<file path="src/rtl/fan_tach_alarm_if.sv">
// Tach inputs, mask and alarm outputs of the fan monitor, bundled for the display CPLD.
interface fan_tach_alarm_if #(
   parameter int FAN_NUM = 4
);
   logic               Strobe16ms;
   logic [FAN_NUM-1:0] FanTach;
   logic [FAN_NUM-1:0] FanMask;
   logic [FAN_NUM-1:0] FanFailStatus;
   logic               Beep;

   modport master (
      output Strobe16ms,
      output FanTach,
      output FanMask,
      input  FanFailStatus,
      input  Beep
   );

   modport slave (
      input  Strobe16ms,
      input  FanTach,
      input  FanMask,
      output FanFailStatus,
      output Beep
   );
endinterface

</file>
<file path="src/rtl/fan_tach_alarm.sv">
// Fan tachometer monitor: counts tach edges per window of 16 ms strobes, debounces
// per-fan failure and drives the fan-fail Beep cadence for the status LED logic.
module fan_tach_alarm #(
   parameter int FAN_NUM          = 4,
   parameter int WINDOW_STROBES   = 64,
   parameter int MIN_PULSES       = 8,
   parameter int FAIL_WINDOWS     = 2,
   parameter int SPINUP_WINDOWS   = 4,
   parameter int BEEP_ON_STROBES  = 1,
   parameter int BEEP_OFF_STROBES = 1
) (
   input  logic            SlowClock,
   input  logic            Reset,
   fan_tach_alarm_if.slave tachBus
);
   // A 64-strobe window wraps the 6-bit counter from 63 back to 0.
   localparam logic [5:0] WIN_LAST   = 6'(WINDOW_STROBES - 1);
   localparam logic [7:0] MIN_CNT    = 8'(MIN_PULSES);
   localparam logic [1:0] DEB_MAX    = 2'(FAIL_WINDOWS);
   localparam logic [3:0] SPIN_LAST  = 4'(SPINUP_WINDOWS - 1);
   localparam int         PHASE_LEN  = BEEP_ON_STROBES + BEEP_OFF_STROBES;
   localparam logic [2:0] PHASE_LAST = 3'(PHASE_LEN - 1);
   localparam logic [2:0] PHASE_ON   = 3'(BEEP_ON_STROBES);

   typedef enum logic [1:0] {
      SPINUP,
      MONITOR,
      ALARM
   } stateType;

   stateType           state_reg;
   logic [FAN_NUM-1:0] tachSync1_reg;
   logic [FAN_NUM-1:0] tachSync2_reg;
   logic [FAN_NUM-1:0] tachSync3_reg;
   logic [FAN_NUM-1:0] tachRise;
   logic [FAN_NUM-1:0] failStatus_next;
   logic [FAN_NUM-1:0] failStatus_reg;
   logic [5:0]         winCnt_reg;
   logic [3:0]         spinCnt_reg;
   logic [2:0]         phase_reg;
   logic               beep_reg;
   logic               windowEnd;
   logic               evalActive;

   assign tachRise   = tachSync2_reg & ~tachSync3_reg;
   assign windowEnd  = tachBus.Strobe16ms && (winCnt_reg == WIN_LAST);
   assign evalActive = windowEnd && (state_reg != SPINUP);

   always_ff @(posedge SlowClock) begin
      if (Reset) begin
         tachSync1_reg <= '0;
         tachSync2_reg <= '0;
         tachSync3_reg <= '0;
      end else begin
         tachSync1_reg <= tachBus.FanTach;
         tachSync2_reg <= tachSync1_reg;
         tachSync3_reg <= tachSync2_reg;
      end
   end

   always_ff @(posedge SlowClock) begin
      if (Reset) begin
         winCnt_reg <= '0;
      end else if (tachBus.Strobe16ms) begin
         winCnt_reg <= windowEnd ? 6'd0 : winCnt_reg + 6'd1;
      end
   end

   generate
      for (genvar gi = 0; gi < FAN_NUM; gi++) begin : g_fan
         logic [7:0] edgeCnt_reg;
         logic [1:0] deb_reg;
         logic [1:0] deb_next;

         // Mask wins over everything; SPINUP keeps the debouncer parked at zero.
         always_comb begin
            deb_next = deb_reg;
            if (tachBus.FanMask[gi] || (state_reg == SPINUP)) begin
               deb_next = '0;
            end else if (evalActive) begin
               if (edgeCnt_reg < MIN_CNT) begin
                  deb_next = (deb_reg == DEB_MAX) ? DEB_MAX : deb_reg + 2'd1;
               end else begin
                  deb_next = '0;
               end
            end
         end

         // An edge landing on the window-end cycle is credited to the new window.
         always_ff @(posedge SlowClock) begin
            if (Reset) begin
               edgeCnt_reg <= '0;
               deb_reg     <= '0;
            end else begin
               if (windowEnd) begin
                  edgeCnt_reg <= {7'd0, tachRise[gi]};
               end else if (tachRise[gi] && (edgeCnt_reg != 8'hFF)) begin
                  edgeCnt_reg <= edgeCnt_reg + 8'd1;
               end
               deb_reg <= deb_next;
            end
         end

         assign failStatus_next[gi] = (deb_next == DEB_MAX);
      end
   endgenerate

   always_ff @(posedge SlowClock) begin
      if (Reset) begin
         failStatus_reg <= '0;
      end else begin
         failStatus_reg <= failStatus_next;
      end
   end

   always_ff @(posedge SlowClock) begin
      if (Reset) begin
         state_reg   <= SPINUP;
         spinCnt_reg <= '0;
         phase_reg   <= '0;
         beep_reg    <= 1'b0;
      end else begin
         case (state_reg)
            SPINUP: begin
               beep_reg  <= 1'b0;
               phase_reg <= '0;
               if (windowEnd) begin
                  if (spinCnt_reg == SPIN_LAST) begin
                     state_reg   <= MONITOR;
                     spinCnt_reg <= '0;
                  end else begin
                     spinCnt_reg <= spinCnt_reg + 4'd1;
                  end
               end
            end
            MONITOR: begin
               phase_reg <= '0;
               if (|failStatus_reg) begin
                  state_reg <= ALARM;
                  beep_reg  <= 1'b1;
               end else begin
                  beep_reg <= 1'b0;
               end
            end
            ALARM: begin
               if (failStatus_reg == '0) begin
                  state_reg <= MONITOR;
                  beep_reg  <= 1'b0;
                  phase_reg <= '0;
               end else if (tachBus.Strobe16ms) begin
                  // Phase 0..ON-1 sounds, the rest of the cycle is silent.
                  if (phase_reg == PHASE_LAST) begin
                     phase_reg <= '0;
                     beep_reg  <= 1'b1;
                  end else begin
                     phase_reg <= phase_reg + 3'd1;
                     beep_reg  <= ((phase_reg + 3'd1) < PHASE_ON);
                  end
               end
            end
            default: begin
               state_reg   <= SPINUP;
               spinCnt_reg <= '0;
               phase_reg   <= '0;
               beep_reg    <= 1'b0;
            end
         endcase
      end
   end

   assign tachBus.FanFailStatus = failStatus_reg;
   assign tachBus.Beep          = beep_reg;
endmodule

</file>
<file path="src/flat_wrapper.sv">
// flat-port wrapper written by rule: the top's interface ports become plain ports
module fan_tach_alarm_flat 
#(
   parameter int FAN_NUM          = 4,
   parameter int WINDOW_STROBES   = 64,
   parameter int MIN_PULSES       = 8,
   parameter int FAIL_WINDOWS     = 2,
   parameter int SPINUP_WINDOWS   = 4,
   parameter int BEEP_ON_STROBES  = 1,
   parameter int BEEP_OFF_STROBES = 1
)
  (SlowClock, Reset, tachBus_Strobe16ms, tachBus_FanTach, tachBus_FanMask, tachBus_FanFailStatus, tachBus_Beep);
  fan_tach_alarm_if #(.FAN_NUM(FAN_NUM)) tachBus_i ();
  input  logic SlowClock;
  input  logic Reset;
  input wire logic [$bits(tachBus_i.Strobe16ms)-1:0] tachBus_Strobe16ms;
  input wire logic [$bits(tachBus_i.FanTach)-1:0] tachBus_FanTach;
  input wire logic [$bits(tachBus_i.FanMask)-1:0] tachBus_FanMask;
  output wire logic [$bits(tachBus_i.FanFailStatus)-1:0] tachBus_FanFailStatus;
  output wire logic [$bits(tachBus_i.Beep)-1:0] tachBus_Beep;
  assign tachBus_i.Strobe16ms = tachBus_Strobe16ms;
  assign tachBus_i.FanTach = tachBus_FanTach;
  assign tachBus_i.FanMask = tachBus_FanMask;
  assign tachBus_FanFailStatus = tachBus_i.FanFailStatus;
  assign tachBus_Beep = tachBus_i.Beep;
  fan_tach_alarm #(.FAN_NUM(FAN_NUM), .WINDOW_STROBES(WINDOW_STROBES), .MIN_PULSES(MIN_PULSES), .FAIL_WINDOWS(FAIL_WINDOWS), .SPINUP_WINDOWS(SPINUP_WINDOWS), .BEEP_ON_STROBES(BEEP_ON_STROBES), .BEEP_OFF_STROBES(BEEP_OFF_STROBES)) u_core (.SlowClock(SlowClock), .Reset(Reset), .tachBus(tachBus_i));
endmodule
</file>
<file path="config.mk">
export PLATFORM = sky130hd
export DESIGN_NAME = fan_tach_alarm_flat
export DESIGN_NICKNAME = d
export VERILOG_FILES = /design/src/rtl/fan_tach_alarm_if.sv /design/src/rtl/fan_tach_alarm.sv /design/src/flat_wrapper.sv
export SDC_FILE = /design/constraint.sdc
export NUM_CORES = 1
export LEC_CHECK = 0
export ABC_AREA = 1
export CAP_MARGIN = 20
export CORE_AREA = 2 2 84 86
export DETAILED_ROUTE_END_ITERATION = 7
export DIE_AREA = 0 0 86 88
export DONT_BUFFER_PORTS = 1
export PLACE_DENSITY_LB_ADDON = 0.05
export SLEW_MARGIN = 30
export SYNTH_ARGS = -nofsm -noshare
export SYNTH_HDL_FRONTEND = slang
export SYNTH_SLANG_ARGS = --single-unit
</file>
<file path="constraint.sdc">
create_clock -name SlowClock -period 1.75 [get_ports SlowClock]
set_clock_uncertainty 0.1 [all_clocks]
set_input_delay 0.525 -clock SlowClock [delete_from_list [all_inputs] [get_ports SlowClock]]
set_output_delay 0.525 -clock SlowClock [all_outputs]
set_load 0.02 [all_outputs]
</file>
**After elaboration in Yosys (flattened, before gate mapping)**

Cells that the tools add are included.

- Register bits: 72
- Input port bits: 11

- $add $sub $neg: 11
- Magnitude comparators: 5
- Equality and inequality tests: 22
- Multiplexer cells: 39
- Bitwise gates (word level): 4
- Reductions and logical operators: 23

Operators with widths:

| operator | number |
|---|---|
| $mux W2 | 20 |
| $add A8 B1 Y8 const B | 4 |
| $lt A8 B4 Y1 const B | 4 |
| $ne A8 B8 Y1 const B | 4 |
| $eq A2 B2 Y1 const B | 9 |
| $mux W1 | 12 |
| $reduce_bool A2 Y1 | 5 |
| $add A2 B1 Y2 const B | 4 |
| $mux W4 | 2 |
| $pmux W4 S2 | 1 |
| $add A6 B1 Y6 const B | 1 |
| $eq A6 B6 Y1 const B | 1 |
| $logic_and A1 B1 Y1 | 6 |
| $mux W6 | 1 |
| $ne A2 B1 Y1 const B | 3 |
| $pmux W2 S3 | 1 |
| $add A4 B1 Y4 const B | 1 |
| $and A4 B4 Y4 | 1 |
| $eq A4 B2 Y1 const B | 1 |
| $logic_not A4 Y1 | 1 |
| $logic_or A1 B1 Y1 | 4 |
| $not A4 Y4 | 1 |
| $reduce_and A4 Y1 | 1 |
| $reduce_or A2 Y1 | 2 |
| 13 further kinds | 14 |

**Depth between registers and ports, before layout**

Gate-level depths: netlist (run 1).

- Word-level depth: 6
- Depth in mapped cells: 10
- Mapped depth without buffers: 10

**Worst setup path before layout (run 1)**

No wires, ideal clock.

- Path type: register to register
- From: register u_core.state_reg[0]
- To: register u_core.state_reg[0]
- Setup time: 0.119 ns
- Arrival time: 1.249 ns
- Path slack: 0.282 ns
- Stages on the path, launching flop included: 7
- Period minus slack after synthesis: 1.468 ns
- Cells stage by stage: dfxtp_1 > inv_1 > ha_1 > clkbuf_2 > or2_2 > o21ai_0 > a21oi_1

- Cells in the longest elaborated chain, start to end: 3
- Elaborated cells on any way between the ends: 9
- Those cells by class: eq/ne: 6; mux: 1; reduce/logical: 2

Ends and longest elaborated chain:

| element | line | text |
|---|---|---|
| start: declaration | fan_tach_alarm.sv:31 | `stateType state_reg;` |
| start signal: assignment | fan_tach_alarm.sv:118 | `state_reg <= SPINUP;` |
| start signal: assignment | fan_tach_alarm.sv:129 | `state_reg <= MONITOR;` |
| start signal: assignment | fan_tach_alarm.sv:139 | `state_reg <= ALARM;` |
| $eq A2 B2 Y1, or another cell as far along | fan_tach_alarm.sv:123 | `case (state_reg)` |
| $ne A2 B1 Y1 (no source line) / $ne A2 B2 Y1 (equally long branches) | n/a |  |
| $reduce_and A4 Y1 (no source line) | n/a |  |

Parallel ways exist; a longest one is shown, timed or not.
A chain may end at the register's enable or synchronous reset.

**Final worst setup path (run 1)**

- From: register u_core.winCnt_reg[1]
- To: register u_core.g_fan[1].edgeCnt_reg[0]

- Cells in the longest elaborated chain, start to end: 3
- Elaborated cells on any way between the ends: 4
- Those cells by class: eq/ne: 1; mux: 1; reduce/logical: 2

Ends and longest elaborated chain:

| element | line | text |
|---|---|---|
| start: declaration | fan_tach_alarm.sv:38 | `logic [5:0] winCnt_reg;` |
| start signal: assignment | fan_tach_alarm.sv:65 | `winCnt_reg <= windowEnd ? 6'd0 : winCnt_reg + 6'd1;` |
| $eq A6 B6 Y1 * | fan_tach_alarm.sv:46 | `assign windowEnd = tachBus.Strobe16ms && (winCnt_reg == WIN_LAST);` |
| $logic_and A1 B1 Y1 * | fan_tach_alarm.sv:46 |  |
| $mux W1 / $reduce_bool A2 Y1 (equally long branches) | n/a |  |
| end signal: assignment | fan_tach_alarm.sv:96 | `edgeCnt_reg <= {7'd0, tachRise[gi]};` |
| end signal: assignment | fan_tach_alarm.sv:98 | `edgeCnt_reg <= edgeCnt_reg + 8'd1;` |
| end: declaration | fan_tach_alarm.sv:71 | `logic [7:0] edgeCnt_reg;` |

Every way passes the cells marked *; elsewhere a longest branch is shown, timed or not.

==> flow_metrics.tcl, run 1 <==
set metrics [dict create \
    outcome "finished, final reports clean" \
    grt.total_usage_pct 20.9 \
    hold_viol_final 0 \
    start_util_pct 54.6 \
    final_critical_path_setup_slack_ns 0.150 \
    port_buffers 0 \
    avgViaCountPerCell 5.06 \
    synth_area_per_cell_sq_um 6.83 \
    finalSetupTns_ns 0 \
    timing.critical_path.to_type "register" \
    vdd_drop_max_uv 520 \
    ys.warnings.count 0 \
    yosys-top-cells-area "sky130_fd_sc_hd__dfxtp_1 (40%), sky130_fd_sc_hd__nand2_1 (14%), sky130_fd_sc_hd__inv_1 (8.7%), sky130_fd_sc_hd__nor2_1 (8.2%), sky130_fd_sc_hd__ha_1 (5.2%)" \
    ys_types 33 \
    post_synthesis_cell_area_sq_um 3620 \
    die-area_sq_um 7570 \
    tightestPinTransition_ns 0.347 \
    floorplan.die.width_um 86 \
    final.hold.worst_slack_ns 0.133 \
    max_capacitance_violation_total 0 \
    yosysMostFrequentCell "sky130_fd_sc_hd__nand2_1" \
    ctsLongestPathBuffers 2 \
    fmaxAchievable_mhz 625 \
    detail_route.first_pass.iterations 5 \
    hpwlAfterDp_mm 5.22 \
    netlist.area_leader.share_pct 39.8 \
    cts_root_buffer "sky130_fd_sc_hd__clkbuf_8" \
    grt_pass1_wl_mm 12.5 \
    h_tree_level_count 3 \
    fill_cells 628 \
    synth-seq-area-share_pct 39.8 \
    comb_power_share_pct 3.1 \
    tritoncts_num_sinks 72 \
    die_h_um 88 \
    detailroute.via_count 3167 \
    final_cell_area_sq_um 3960 \
    clk_transition_reported_paths_ns 0.08 \
    report.final.setup_viol 0 \
    drt_iter0_drc 109 \
    antenna_violations_before_repair 0 \
    synth_fp_nets 557 \
    layout.core_utilization_pct 59.7 \
    setup.worst_path.class "register to register" \
    p_leak_nw 1.85 \
    ys_async_sr_fraction_pct 0 \
    preCtsSetupSlack_ns 0.160 \
    antenna_violating_nets_post_route 0 \
    tritoncts.num_buffers 9 \
    power_density_nw_per_um2 836 \
    cp.arrival_ns 1.74 \
    area_growth_syn_to_layout_pct 9.35 \
    cts_setup_buffers 0 \
    flip_flop_count_of_the_largest_register_after_layout 32 \
    switchingPower_mw 0.698 \
    crit_path_max_incr_delay_ns 0.36 \
    clkPwrFrac_pct 46.3 \
    placed_area_sq_um 3720 \
    timing.final.max_slew_violations 0 \
    grt_overflow 0 \
    seq_power_share_pct 50.6 \
    maxUsedRoutingLayer "met4" \
    startpoint_type "register" \
    ys_top_cells_by_count "sky130_fd_sc_hd__nand2_1 (136), sky130_fd_sc_hd__inv_1 (84), sky130_fd_sc_hd__nor2_1 (79)" \
    num_io_pins 16 \
    place.detailed.instances 610 \
    routedWlPerCell_um 11.4 \
    drc 0 \
    maximum_number_of_pins_on_one_net_before_global_route_repair 23 \
    synth-edff-count 0 \
    met2_wirelength_mm 3.31 \
    slew-limit-headroom_pct 76.8 \
    globalplace.congestion 0.838 \
    fin_crit_ns 1.60 \
    final_cell_count_no_fill 626 \
    layout_cells_sized_above_1_pct 8.79 \
    worstPathCellList "ha_1 > nand3_1 > nor2_2 > nand2_4 > o21ai_0 > o21bai_1 > inv_1" \
    synth_top_flop_cell "sky130_fd_sc_hd__dfxtp_1" \
    finalWirelength_mm 7.12 \
    class_of_the_most_critical_hold_timing_path "primary input to register" \
    core_region_area_sq_um 6640 \
    via_count_of_the_first_global_routing_pass 2925 \
    ys_ff_latch 72 \
    design_power_total_mw 3.32 \
    layout.nets 567 \
    p_int_mw 2.62 \
    synthDominantAreaCellType "sky130_fd_sc_hd__dfxtp_1" \
    required_worst_endpoint_ns 1.89 \
    routed-wl-met3_um 260 \
    met1_length_mm 3.42 \
    highest_delay_cell_along_the_critical_path "sky130_fd_sc_hd__dfxtp_1" \
    diodes 0 \
    clkLatencyLatePin_ns 0.35 \
    netSwitchingFraction_pct 21.1 \
    post-route-period-util_pct 91.4 \
    setup_repair_after_global_routing_missed_its_margin "no" \
    tritoncts "yes" \
    critical_path_peak_fanout 9 \
    gate_count_after_technology_mapping 531 \
    floorplan.rows 30 \
]
path summary, 6_finish.rpt:
path | startpoint | endpoint | slack (ns) | cells after the start
setup / recovery | u_core.winCnt_reg[1] | u_core.g_fan[1].edgeCnt_reg[0] | 0.15 | 7
hold / removal | Reset | u_core.tachSync2_reg[3] | 0.13 | 1
setup reg to reg | u_core.winCnt_reg[1] | u_core.g_fan[1].edgeCnt_reg[0] | 0.15 | 7
hold reg to reg | u_core.tachSync1_reg[0] | u_core.tachSync2_reg[0] | 0.30 | 2
layout make-up:
class | count | area (sq um) | area share, %
multi-input cells | 365 | 1820 | 45.9
flip-flops and latches | 72 | 1440 | 36.4
inverters | 89 | 334 | 8.43
clock buffers | 12 | 165 | 4.17
well taps | 80 | 100 | 2.53
clock inverters | 4 | 75.1 | 1.89
repair buffers | 4 | 30.0 | 0.758
per-layer routing:
layer / global-route usage (%) / vias to the layer above
li1: - / 1673
met4: 8.51 / 0
met2: 34.1 / 29
met3: 5.47 / 13
met5: 0 / -
met1: 26.4 / 1452
power groups by stage:
| stage | sequential, mW | combinational [mW] | clock [mW] |
|---|---|---|---|
| 2_1_floorplan | 1.71 | 0.0869 | 0 |
| 3_3_place_gp | 1.71 | 0.102 | 0 |
| 3_5_place_dp | 1.71 | 0.105 | 0 |
| 4_1_cts | 1.68 | 0.106 | 1.57 |
| 5_1_grt | 1.68 | 0.122 | 1.64 |
| 6_report | 1.68 | 0.104 | 1.54 |
cell usage in the layout (no fill, tap or decap):
cell / instances
sky130_fd_sc_hd__nand2_1: 136
sky130_fd_sc_hd__inv_1: 84
sky130_fd_sc_hd__nor2_1: 77
sky130_fd_sc_hd__dfxtp_1: 72
sky130_fd_sc_hd__nand3_1: 32
sky130_fd_sc_hd__a21oi_1: 30
sky130_fd_sc_hd__o21ai_0: 21
sky130_fd_sc_hd__ha_1: 15
sky130_fd_sc_hd__nand4_1: 13
sky130_fd_sc_hd__clkbuf_8: 12
sky130_fd_sc_hd__nand2_2: 5
sky130_fd_sc_hd__inv_2: 5
sky130_fd_sc_hd__nor3_1: 4
sky130_fd_sc_hd__xor2_1: 4
sky130_fd_sc_hd__nor2_2: 4
sky130_fd_sc_hd__buf_4: 4
sky130_fd_sc_hd__nand2_4: 3
sky130_fd_sc_hd__nor2_4: 2
sky130_fd_sc_hd__o21ai_2: 2
sky130_fd_sc_hd__and2_1: 2
sky130_fd_sc_hd__nand3b_1: 2
sky130_fd_sc_hd__nand3_2: 2
sky130_fd_sc_hd__o21bai_1: 2
sky130_fd_sc_hd__or2_2: 2
sky130_fd_sc_hd__clkinvlp_4: 2
sky130_fd_sc_hd__bufinv_16: 2
sky130_fd_sc_hd__nand4_2: 1
sky130_fd_sc_hd__nor3b_1: 1
sky130_fd_sc_hd__xnor2_1: 1
sky130_fd_sc_hd__nor2_8: 1
sky130_fd_sc_hd__a21boi_1: 1
sky130_fd_sc_hd__a31oi_1: 1
sky130_fd_sc_hd__a21boi_2: 1
cell families (layout without fill, tap and decap cells):
family                     Yosys count  count (layout)  share of synthesized area [%]
xor gates and xnor gates             5               5                           1.21
and+or+nand+nor                    287             287                           35.0
adders and majority gates           15              15                           5.18
buffers and inverters               94             109                           10.2
AOI/OAI and AO/OA                   58              58                           8.63
DFF                                 72              72                           39.8
repair_timing:
action / in CTS / in global routing
endpoints found under the setup margin: 0 / 3
gates resized for setup: 0 / 2
hold buffers: 0 / 0
worst max-delay path: cells and delay by family, from the launching register on:
family | cells | cell delay [ns]
adder cells (fa/ha/maj) | 1 | 0.21
AO/OA/AOI/OAI | 2 | 0.34
AND/OR/NAND/NOR | 3 | 0.43
buffers and inverters | 1 | 0.05
flip-flops | 1 | 0.36
No activity file was read; power rests on OpenSTA's default activity.
==> run 2: changes to the inputs <==
- ABC_AREA: 1 -> not set
- CORE_AREA: 2 2 84 86 -> 2 2 82 84
- CTS_BUF_LIST: not set -> sky130_fd_sc_hd__clkbuf_8
- DIE_AREA: 0 0 86 88 -> 0 0 84 86
==> run 2 against run 1 <==
Against the previous run: first-iteration DRC count up 10%; design area down 2.6%; die area is 4.5% lower; largest cell class unchanged.
==> flow_metrics.tcl, run 2 <==
set metrics [dict create \
    outcome "finished, final reports clean" \
    ys_async_sr_fraction_pct 0 \
    preCtsSetupSlack_ns 0.0513 \
    die-area_sq_um 7220 \
    clk_transition_reported_paths_ns 0.08 \
    routedWlPerCell_um 13.9 \
    p_int_mw 2.38 \
    crit_path_max_incr_delay_ns 0.49 \
    synth.area.mux_share_pct 1.79 \
    grt_overflow 0 \
    required_worst_endpoint_ns 1.94 \
    post-route-period-util_pct 95.7 \
    synth_top_family_by_area "simple AND/OR/NAND/NOR gates" \
    highest_delay_cell_along_the_critical_path "sky130_fd_sc_hd__or4_1" \
    synth_xor_xnor_area_share_pct 5.38 \
    final_cell_area_sq_um 3860 \
    critical_path_peak_fanout 6 \
    worstReg2RegStart "u_core.g_fan[0].edgeCnt_reg[1]" \
    combined_area_of_the_multi_input_logic_cells_sq_um 1880 \
    yosys-top-cells-area "sky130_fd_sc_hd__dfxtp_1 (42%), sky130_fd_sc_hd__ha_1 (5.5%), sky130_fd_sc_hd__nor2_1 (4.6%), sky130_fd_sc_hd__nor2b_1 (4.4%), sky130_fd_sc_hd__a21oi_1 (3.1%)" \
    antenna_violating_nets_post_route 0 \
    floorplan.rows 29 \
    via_count_of_the_first_global_routing_pass 2581 \
    globalplace.congestion 0.802 \
    yosysMostFrequentCell "sky130_fd_sc_hd__dfxtp_1" \
    port_buffers 0 \
    tritoncts_num_sinks 72 \
    class_of_the_most_critical_hold_timing_path "primary input to register" \
    power_density_nw_per_um2 795 \
    layout.nets 427 \
    seq_power_share_pct 54.9 \
    drc 0 \
    area_growth_syn_to_layout_pct 13.0 \
    setup_repair_after_global_routing_missed_its_margin "yes" \
    fmaxAchievable_mhz 597 \
    core_region_area_sq_um 6280 \
    timing.critical_path.from "u_core.g_fan[0].edgeCnt_reg[1]" \
    p_leak_nw 1.40 \
    max_capacitance_violation_total 0 \
    startpoint_type "register" \
    ys_top_cells_by_count "sky130_fd_sc_hd__dfxtp_1 (72), sky130_fd_sc_hd__nor2_1 (42), sky130_fd_sc_hd__nor2b_1 (24)" \
    worstPathCellList "ha_1 > inv_2 > o31ai_2 > buf_4 > or4_1 > a21oi_1" \
    clkLatencyLatePin_ns 0.35 \
    tightestPinTransition_ns 0.515 \
    tritoncts.num_buffers 9 \
    cts_root_buffer "sky130_fd_sc_hd__clkbuf_8" \
    placed_area_sq_um 3630 \
    synth-seq-area-share_pct 42.2 \
    synth-edff-count 0 \
    synthSimpleGateAreaFrac_pct 24.7 \
    most-common-layout-cells "sky130_fd_sc_hd__dfxtp_1 (69), sky130_fd_sc_hd__nor2_1 (42), sky130_fd_sc_hd__nor2b_1 (24)" \
    seqCellArea_sq_um 1450 \
    h_tree_level_count 3 \
    vdd_drop_max_uv 499 \
    detail_route.first_pass.iterations 4 \
    fill_cells 548 \
    tritoncts "yes" \
    met2_wirelength_mm 3.10 \
    avgViaCountPerCell 5.68 \
    synth_area_per_cell_sq_um 9.04 \
    synth_adder_area_share_pct 5.49 \
    netSwitchingFraction_pct 22.6 \
    synthDominantAreaCellType "sky130_fd_sc_hd__dfxtp_1" \
    die_h_um 86 \
    maximum_number_of_pins_on_one_net_before_global_route_repair 31 \
    maxUsedRoutingLayer "met4" \
    start_util_pct 54.4 \
    finalSetupTns_ns 0 \
    slew-limit-headroom_pct 64.8 \
    synth_compound_gate_area_share_pct 16.8 \
    num_io_pins 16 \
    synth_top_flop_cell "sky130_fd_sc_hd__dfxtp_1" \
    design_power_total_mw 3.07 \
    diodes 0 \
    path_buf_inv 2 \
    drt_iter0_drc 120 \
    layout_commonest_cell "sky130_fd_sc_hd__dfxtp_1" \
    synth_fp_nets 404 \
    gate_count_after_technology_mapping 378 \
    ys_ff_latch 72 \
    layout_cells_sized_above_1_pct 14.0 \
    floorplan.die.width_um 84 \
    antenna_violations_before_repair 0 \
    fin_crit_ns 1.67 \
    finalWirelength_mm 6.72 \
    hpwlAfterDp_mm 4.67 \
    ctsLongestPathBuffers 2 \
    ys_types 50 \
    grt_pass1_wl_mm 11.5 \
    routed-wl-met3_um 222 \
    crit_family "simple AND/OR/NAND/NOR gates" \
    met1_length_mm 3.29 \
    clkPwrFrac_pct 40.0 \
    cp.arrival_ns 1.86 \
    ys.warnings.count 0 \
    flip_flop_count_of_the_largest_register_after_layout 32 \
    timing.final.max_slew_violations 0 \
    post_synthesis_cell_area_sq_um 3420 \
    netlist.area_leader.share_pct 42.2 \
    timing.critical_path.to_type "register" \
    final_critical_path_setup_slack_ns 0.0760 \
    detailroute.via_count 2743 \
    comb_power_share_pct 5.1 \
    report.final.setup_viol 0 \
    grt.total_usage_pct 19.9 \
    holdCritStartpoint "Reset" \
    setup.worst_path.class "register to register" \
    switchingPower_mw 0.693 \
    hold_viol_final 0 \
]
[run 2: stage by stage]
stage / util [%] / hold slack [ns] / std cells
2_1_floorplan: - / 0.314 / 378
3_3_place_gp: 57.9 / 0.317 / 466
3_5_place_dp: 57.9 / 0.331 / 466
4_1_cts: 60.7 / 0.127 / 482
5_1_grt: 61.5 / 0.116 / 483
6_report: 61.5 / 0.141 / 483
[run 2: what timing repair did]
action                                  CTS  global route
endpoints found under the setup margin    0            15
hold buffers                              0             0
buffers inserted                          0             0
gates resized for setup                   0            15
[run 2: path summary, 6_finish.rpt]
path | endpoint | slack, ns | cells past startpoint
setup reg to reg | u_core.g_fan[0].edgeCnt_reg[7] | 0.08 | 6
setup / recovery | u_core.g_fan[0].edgeCnt_reg[7] | 0.08 | 6
hold / removal | u_core.winCnt_reg[1] | 0.14 | 1
hold reg to reg | u_core.tachSync2_reg[0] | 0.35 | 1
[run 2: cell type report]
cell class | count | share of cell area [%]
inverters | 18 | 1.75
clock buffers | 9 | 3.21
clock inverters | 7 | 1.46
multi-input cells | 277 | 48.8
repair buffers | 23 | 4.89
flip-flops and latches | 72 | 37.4
well taps | 77 | 2.50
[run 2: cell families (layout without fill, tap and decap cells)]
| logic type | after synthesis | in the layout |
|---|---|---|
| AOI/OAI and AO/OA | 84 | 84 |
| xor gates and xnor gates | 21 | 21 |
| adders and majority gates | 15 | 15 |
| buffers and inverters | 29 | 57 |
| DFF | 72 | 72 |
| muxes | 6 | 6 |
| and+or+nand+nor | 151 | 151 |
[run 2: power groups by stage]
stage / clock network (mW) / registers [mW] / logic, mW
after floorplan: 0 / 1.72 / 0.111
after global placement: 0 / 1.72 / 0.146
after detailed placement: 0 / 1.72 / 0.150
after CTS: 1.26 / 1.68 / 0.151
after global routing: 1.34 / 1.69 / 0.174
final: 1.23 / 1.69 / 0.156
[run 2: per-layer routing]
metal  vias to the layer above  global-route usage [%]
li1                       1413                       -
met4                         0                    7.92
met2                        35                    32.4
met1                      1284                    25.3
met3                        11                    5.20
met5                         -                       0
==> run 3: changes to the inputs <==
- HOLD_SLACK_MARGIN: not set -> 0.1
- SETUP_SLACK_MARGIN: not set -> 0.3
==> run 3 against run 2 <==
Against the previous run: core utilization is 17 points higher; cell count is 4.3% higher; first-iteration DRC count is 14% lower; fmax is 0.39% lower; critical path type unchanged; highest routed layer is now met5.
==> flow_metrics.tcl, run 3 (synthesis results as in run 2) <==
set metrics [dict create \
    outcome "finished, final reports clean" \
    tritoncts "yes" \
    layout_commonest_cell "sky130_fd_sc_hd__dfxtp_1" \
    reg2reg_slack_ns 0.07 \
    grt_overflow 0 \
    h_tree_level_count 3 \
    layout_cells_sized_above_1_pct 45.2 \
    worstReg2RegStart "u_core.g_fan[0].edgeCnt_reg[0]" \
    finalSetupTns_ns 0 \
    worstPathCellList "buf_6 > nand3_4 > or2_4 > or4_1 > a21oi_1" \
    ctsLongestPathBuffers 2 \
    critical_path_peak_fanout 3 \
    cp.arrival_ns 1.86 \
    report.final.setup_viol 0 \
    finalWirelength_mm 9.33 \
    r2r_end "u_core.g_fan[0].edgeCnt_reg[7]" \
    clkLatencyLatePin_ns 0.36 \
    vdd_drop_max_uv 592 \
    final_critical_path_setup_slack_ns 0.0694 \
    port_buffers 0 \
    critical_path.endpoint "u_core.g_fan[0].edgeCnt_reg[7]" \
    worstRegToRegCells 5 \
    most-common-layout-cells "sky130_fd_sc_hd__dfxtp_1 (42), sky130_fd_sc_hd__buf_4 (27), sky130_fd_sc_hd__dfxtp_2 (25)" \
    startpoint_type "register" \
    tritoncts_num_sinks 72 \
    floorplan.rows 29 \
    via_count_of_the_first_global_routing_pass 2650 \
    drt_iter0_drc 103 \
    max_capacitance_violation_total 0 \
    floorplan.die.width_um 84 \
    post-route-period-util_pct 96.0 \
    die-area_sq_um 7220 \
    seqCellArea_sq_um 1490 \
    grt.total_usage_pct 21.4 \
    timing.critical_path.from "u_core.g_fan[0].edgeCnt_reg[0]" \
    combined_area_of_the_multi_input_logic_cells_sq_um 2590 \
    globalplace.congestion 0.839 \
    layout.nets 449 \
    tritoncts.num_buffers 9 \
    class_of_the_most_critical_hold_timing_path "primary input to register" \
    cts_root_buffer "sky130_fd_sc_hd__clkbuf_8" \
    die_h_um 86 \
    final_cell_count_no_fill 504 \
    required_worst_endpoint_ns 1.93 \
    preCtsSetupSlack_ns 0.00789 \
    drc 0 \
    timing.final.max_slew_violations 0 \
    num_io_pins 16 \
    diodes 0 \
    core_region_area_sq_um 6280 \
    crit_path_max_incr_delay_ns 0.52 \
    avgViaCountPerCell 5.99 \
    maximum_number_of_pins_on_one_net_before_global_route_repair 31 \
    setup_repair_after_global_routing_missed_its_margin "yes" \
    grt_pass1_wl_mm 12.3 \
    fin_crit_ns 1.68 \
    antenna_violating_nets_post_route 0 \
    clk_transition_reported_paths_ns 0.08 \
    final_cell_area_sq_um 4950 \
    tightestPinTransition_ns 0.529 \
    p_leak_nw 1.60 \
    hpwlAfterDp_mm 4.63 \
    slew-limit-headroom_pct 64.7 \
    placed_area_sq_um 3640 \
    flip_flop_count_of_the_largest_register_after_layout 32 \
    fill_cells 389 \
    timing.critical_path.to_type "register" \
    hold_viol_final 0 \
    detailroute.via_count 3017 \
    place.detailed.instances 463 \
    area_growth_syn_to_layout_pct 45.0 \
    highest_delay_cell_along_the_critical_path "sky130_fd_sc_hd__or4_1" \
    start_util_pct 54.4 \
    fmaxAchievable_mhz 595 \
    antenna_violations_before_repair 1 \
    routedWlPerCell_um 18.5 \
    detail_route.first_pass.iterations 4 \
    setup.worst_path.class "register to register" \
    power_density_nw_per_um2 741 \
]
[run 3: how the worst min path moves through the flow]
stage / start / endpoint / slack, ns / cells past startpoint
final: Reset / u_core.tachSync1_reg[3] / 0.13 / 1
after global routing: Reset / u_core.state_reg[1] / 0.12 / 1
after CTS: Reset / u_core.state_reg[1] / 0.11 / 1
after detailed placement: u_core.tachSync1_reg[0] / u_core.tachSync2_reg[0] / 0.33 / 1
after global placement: u_core.tachSync1_reg[0] / u_core.tachSync2_reg[0] / 0.32 / 1
after floorplan: u_core.tachSync1_reg[0] / u_core.tachSync2_reg[0] / 0.31 / 1
[run 3: where the power goes]
group | internal, mW | switching (mW)
clock | 1.08 | 0.654
combinational | 0.118 | 0.133
sequential | 1.66 | 0.0253
[run 3: critical path, delay by kind of cell, from the launching register on]
family                 cells  cell delay [ns]
AO/OA/AOI/OAI              1             0.18
buffers and inverters      1             0.10
flip-flops                 1             0.37
AND/OR/NAND/NOR            3             0.85
[run 3: timing repair]
action                     4_1_cts  5_1_grt
pin swaps                       18       56
gates cloned                     1        4
setup buffers                   10       11
setup endpoints to repair       57       57
resized for setup               52      147
hold buffers                     0        0
[run 3: per-stage QoR]
stage               utilization (%)  total power, mW  hold WS [ns]
floorplan                         -             1.83         0.314
CTS                            66.1             3.59         0.115
finish                         78.9             3.67         0.130
detailed placement             57.9             1.87         0.333
global route                   78.9             3.77         0.119
global placement               57.9             1.86         0.318
[run 3: layout make-up]
class,count,area share (%)
clock buffer,9,2.50
clock inverter,6,2.68
inverter,18,1.41
multi-input combinational,278,52.4
sequential,72,30.1
tap,77,1.94
timing repair buffer,44,8.97
[run 3: layer usage]
metal	track usage [%]	routed length, um
met4	11.0	238
met2	32.7	4480
met1	28.0	4160
met3	5.49	436
met5	0	11
